`src/rtl/seg7_scan_driver.sv`:
```
`default_nettype none
// ============================================================================
//  Module   : seg7_scan_driver
//  Brief    : Time-multiplexed BCD to 7-segment scan driver with frame-
//             synchronous capture, leading-zero blanking, blink and polarity.
//  Revision : 1.0
// ============================================================================
module seg7_scan_driver #(
    parameter int NUM_DIGITS     = 3,
    parameter int SCAN_DIV       = 4,
    parameter int BLINK_FRAMES   = 8,
    parameter bit SEG_ACTIVE_LOW = 1'b0,
    parameter bit AN_ACTIVE_LOW  = 1'b0
) (
    input  logic                    clk,
    input  logic                    reset,
    input  logic                    enable,
    input  logic [4*NUM_DIGITS-1:0] digits_in,
    input  logic                    blank_lz,
    input  logic [NUM_DIGITS-1:0]   blink_mask,
    output logic [6:0]              seg_out,
    output logic [NUM_DIGITS-1:0]   an_out,
    output logic                    frame_start
);

    localparam int c_PRE_W = (SCAN_DIV > 1) ? $clog2(SCAN_DIV) : 1;
    localparam int c_IDX_W = (NUM_DIGITS > 1) ? $clog2(NUM_DIGITS) : 1;
    localparam int c_BLK_W = (BLINK_FRAMES > 1) ? $clog2(BLINK_FRAMES) : 1;

    localparam logic [c_PRE_W-1:0] c_PRE_LAST = c_PRE_W'(SCAN_DIV - 1);
    localparam logic [c_IDX_W-1:0] c_IDX_LAST = c_IDX_W'(NUM_DIGITS - 1);
    localparam logic [c_BLK_W-1:0] c_BLK_LAST = c_BLK_W'(BLINK_FRAMES - 1);

    logic [c_PRE_W-1:0]      r_prescaler;
    logic [c_IDX_W-1:0]      r_idx;
    logic [4*NUM_DIGITS-1:0] r_shadow;
    logic [c_BLK_W-1:0]      r_blink_cnt;
    logic                    r_blink_phase;
    logic [6:0]              r_seg;
    logic [NUM_DIGITS-1:0]   r_an;
    logic                    r_frame_start;

    logic                    w_slot_end;
    logic                    w_frame_end;
    logic                    w_run_zero;
    logic [NUM_DIGITS-1:0]   w_lz_blank;
    logic [NUM_DIGITS-1:0]   w_onehot;
    logic [3:0]              w_cur_digit;
    logic                    w_cur_blank;
    logic [6:0]              w_seg_next;

    function automatic logic [6:0] f_decode(input logic [3:0] bcd);
        logic [6:0] seg;
        case (bcd)
            4'd0:    seg = 7'b1111110;
            4'd1:    seg = 7'b0110000;
            4'd2:    seg = 7'b1101101;
            4'd3:    seg = 7'b1111001;
            4'd4:    seg = 7'b0110011;
            4'd5:    seg = 7'b1011011;
            4'd6:    seg = 7'b1011111;
            4'd7:    seg = 7'b1110000;
            4'd8:    seg = 7'b1111111;
            4'd9:    seg = 7'b1111011;
            default: seg = 7'b0000001;
        endcase
        return seg;
    endfunction

    assign w_slot_end  = (r_prescaler == c_PRE_LAST);
    assign w_frame_end = w_slot_end && (r_idx == c_IDX_LAST);

    // Walk from the most significant digit down: a digit is a leading zero
    // while every digit at or above it is zero. Digit 0 always shows.
    always_comb begin
        w_lz_blank = '0;
        w_run_zero = 1'b1;
        for (int i = NUM_DIGITS - 1; i >= 0; i--) begin
            w_run_zero = w_run_zero && (r_shadow[4*i +: 4] == 4'd0);
            if (i > 0) begin
                w_lz_blank[i] = blank_lz && w_run_zero;
            end
        end
    end

    always_comb begin
        w_onehot    = '0;
        w_cur_digit = 4'd0;
        w_cur_blank = 1'b0;
        for (int i = 0; i < NUM_DIGITS; i++) begin
            if (r_idx == c_IDX_W'(i)) begin
                w_onehot[i] = 1'b1;
                w_cur_digit = r_shadow[4*i +: 4];
                w_cur_blank = w_lz_blank[i] || (r_blink_phase && blink_mask[i]);
            end
        end
        w_seg_next = w_cur_blank ? 7'b0000000 : f_decode(w_cur_digit);
    end

    always_ff @(posedge clk or posedge reset) begin
        if (reset) begin
            r_prescaler   <= '0;
            r_idx         <= '0;
            r_shadow      <= '0;
            r_blink_cnt   <= '0;
            r_blink_phase <= 1'b0;
            r_seg         <= '0;
            r_an          <= '0;
            r_frame_start <= 1'b0;
        end else if (enable) begin
            r_seg         <= w_seg_next;
            r_an          <= w_onehot;
            r_frame_start <= w_frame_end;

            if (w_slot_end) begin
                r_prescaler <= '0;
                r_idx       <= (r_idx == c_IDX_LAST) ? '0 : r_idx + 1'b1;
            end else begin
                r_prescaler <= r_prescaler + 1'b1;
            end

            if (w_frame_end) begin
                r_shadow <= digits_in;
                if (r_blink_cnt == c_BLK_LAST) begin
                    r_blink_cnt   <= '0;
                    r_blink_phase <= ~r_blink_phase;
                end else begin
                    r_blink_cnt <= r_blink_cnt + 1'b1;
                end
            end
        end else begin
            // Scan position, shadow and blink state hold; only the pins go dark.
            r_seg         <= '0;
            r_an          <= '0;
            r_frame_start <= 1'b0;
        end
    end

    assign seg_out     = r_seg ^ {7{SEG_ACTIVE_LOW}};
    assign an_out      = r_an ^ {NUM_DIGITS{AN_ACTIVE_LOW}};
    assign frame_start = r_frame_start;

endmodule
`default_nettype wire

```
`config.mk`:
```
export PLATFORM = sky130hd
export DESIGN_NAME = seg7_scan_driver
export DESIGN_NICKNAME = d
export VERILOG_FILES = /design/src/rtl/seg7_scan_driver.sv
export SDC_FILE = /design/constraint.sdc
export NUM_CORES = 1
export LEC_CHECK = 0
export ABC_AREA = 1
export BUFFER_PORTS_ARGS = -buffer_cell sky130_fd_sc_hd__buf_2
export CORE_MARGIN = 1.5
export CORE_UTILIZATION = 38
export DETAILED_ROUTE_END_ITERATION = 16
export SLEW_MARGIN = 30
export SYNTH_ARGS = -nofsm -noshare
export SYNTH_HDL_FRONTEND = slang
export SYNTH_SLANG_ARGS = --single-unit
```
`constraint.sdc`:
```
create_clock -name clk -period 3.55 [get_ports clk]
set_clock_uncertainty 0.15 [all_clocks]
set_input_delay 0.71 -clock clk [delete_from_list [all_inputs] [get_ports clk]]
set_output_delay 0.71 -clock clk [all_outputs]
set_load 0.005 [all_outputs]
```
==> metrics <==
setup slack after layout=1520 ps; slowest CP cell=dfrtp_1; final core occ=0.470; Crit Path Max Fanout=6; Chip Width=67.8 µm; Hold WC Path Type=flop to flop; cts bufs inserted=5; RR Endpoint=seg_out[3]; worst hold slack=328 ps; FF-to-FF path depth=10; first-pass GRT wire length=5.43 mm; DRT iter0 DRCs=33; vias in the first global route=1254; Critical Path End=seg_out[3]; Diodes inserted=0; post-CTS setup buffers=0; final setup TNS=0 ps; Worst IR Drop VDD=0.292 mV; outcome=complete, no violations; flops & latches, synth=31; syn_nets=215; wire per inst=11.1 µm; H-Tree Depth=2; Clock Latency Late Sink=280 ps; layout cells sized above 1=0.289; Rows=23; CP cell instances=nor2_2, nand2_1, nand3_1, inv_1, ha_1, inv_1, nand2_1, inv_1, nor2_1, nor3_1; die height=67.8 µm; CTS tree=done; Synthesis Warnings=0; final setup fails=0; Crit path depth=10; WP data required=3600 ps; Cell variety after synth=22; vias per inst=4.49; Max Slew Vio Count=0; final hold vios=0; Final ANT Viol Nets=0; RSZ-0062 raised after global routing=false; area grow syn2layout=18.8%; CP most frequent cell=inv_1; reg2reg start=r_idx[1]; min Tclk post-route=2030 ps; hold_buf cts=0; routed vias=1234; Syn Std Cell Area=1590 µm²; Post-Syn Instances=188; DRT Wirelength=3.05 mm; Setup crit start=r_idx[1]; Die Area=4590 µm²; TritonRoute pass-1 iters=4; fin nets=251; reg2reg setup slack=1520 ps; slew at the pin closest to its max-slew limit=409 ps; sequential-to-total area share from yosys stat=0.487; Filler Cell Count=425; max cap viols=0; P per Cell Area=868 nW/µm²; GPL Wtd Cong=0.856; fin crit share=0.571; Max clock buf depth=2; Setup crit start kind=flop; largest net degree at the start of global routing=32; initial antenna violation count=0; Initial Util=0.396; placed inst area=1790 µm²; Setup CP Type=flop to flop; Core ar.=4030 µm²; Final Cell Area=1890 µm²; clock slew at reported path FFs=60 ps; DP HPWL=2.31 mm; Post-Syn Area per Cell=8.48 µm²; I/O Pins=30; Max Clock Freq=0.493 GHz; gr ovfl total=0; CTS root buf=clkbuf_8; CP max stage delay=470 ps; critical path buffer and inverter count=3; dpl ws=1320 ps; CP Data Arrival Time=2080 ps; DRC viols=0; critical path endpoint category=flop; Sinks on Clock Net=31; Tot GR Track Use=0.163; family with the most delay on the worst path=simple AND/OR/NAND/NOR gates; max_slew headroom=0.727; # resized after CTS=0; leakage=1.04 nW; Port Buffers=29
sequential cells by signal (all words and copies together), names as in the netlist:
signal	cells
r_blink_phase	1
r_prescaler	2
frame_start	1
r_blink_cnt	3
r_idx	2
an_out	3
seg_out	7
r_shadow	12
area by class of cell:
cell class / instances / area, µm² / share of cell area
clock buffer: 8 / 100 / 0.0528
inverter: 24 / 90.1 / 0.0476
multi-input combinational: 131 / 706 / 0.373
sequential: 31 / 776 / 0.410
tap: 50 / 62.6 / 0.0330
timing repair buffer: 31 / 160 / 0.0845
stage by stage:
stage | cells | power (mW)
2_1_floorplan | 188 | 1.16
3_3_place_gp | 267 | 1.34
3_5_place_dp | 267 | 1.36
4_1_cts | 275 | 1.67
5_1_grt | 275 | 1.83
6_report | 275 | 1.64
cells in the mapped netlist, drive strengths merged:
| cell type | n | area, µm² |
|---|---|---|
| o21a | 1 | 7.51 |
| nand3 | 10 | 65.1 |
| nor2 | 17 | 83.8 |
| xnor2 | 1 | 8.76 |
| nand2 | 71 | 287 |
| ha | 8 | 100 |
| nor3 | 7 | 51.3 |
| a21oi | 2 | 10.0 |
| dfrtp | 31 | 776 |
| o21ai | 11 | 73.8 |
| and2 | 1 | 6.26 |
| buf | 2 | 22.5 |
| inv | 24 | 90.1 |
| nand4 | 2 | 12.5 |
worst reg2reg max path: stages (launching register included):
cell and delay, ps:
dfrtp_1 470, nor2_2 260, nand2_1 80, nand3_1 190, inv_1 120, ha_1 310
inv_1 50, nand2_1 40, inv_1 70, nor2_1 50, nor3_1 150
how the worst min path moves through the flow:
stage | start | to | slack (ps) | cells past startpoint
2_1_floorplan | r_shadow[0] | r_shadow[0] | 290 | 2
3_3_place_gp | r_shadow[3] | r_shadow[3] | 310 | 2
3_5_place_dp | r_blink_cnt[1] | r_blink_cnt[1] | 320 | 2
4_1_cts | r_blink_cnt[1] | r_blink_cnt[1] | 330 | 2
5_1_grt | r_shadow[3] | r_shadow[3] | 340 | 2
6_report | r_shadow[3] | r_shadow[3] | 330 | 2
report_power, final:
part / switching (mW) / internal [mW]
registers: 0.0984 / 0.502
clock network: 0.128 / 0.177
logic: 0.452 / 0.287
layer usage:
layer  GRT usage  routed length (µm)
met5           0                   0
met4      0.0663                  57
met3      0.0633                 175
met2       0.255                1430
met1       0.201                1390
logic make-up (layout without fill, tap and decap cells):
kind of cell / count (synthesis) / after routing / share of synthesized area
buf+inv: 26 / 63 / 0.0706
simple gates: 108 / 108 / 0.317
compound gates: 14 / 14 / 0.0573
xor+xnor: 1 / 1 / 0.00550
fa+ha+maj: 8 / 8 / 0.0628
flops: 31 / 31 / 0.487
cells in the final DEF, fill, tap and decap left out, types with 2 or more instances in the layout:
cell type,netlist,routed
a21oi_1,2,2
clkbuf_8,0,7
nor3_1,5,5
nor2_2,2,2
buf_4,0,2
o21ai_2,5,5
buf_2,0,29
inv_1,19,19
ha_1,8,8
o21ai_0,6,6
nor2_1,13,13
nand3_2,3,3
nand2_2,8,8
dfrtp_1,31,31
nand4_1,2,2
nand3_1,7,7
nor2_4,2,2
inv_2,5,5
nand2_1,63,63
No activity file was read; power rests on OpenSTA's default activity.
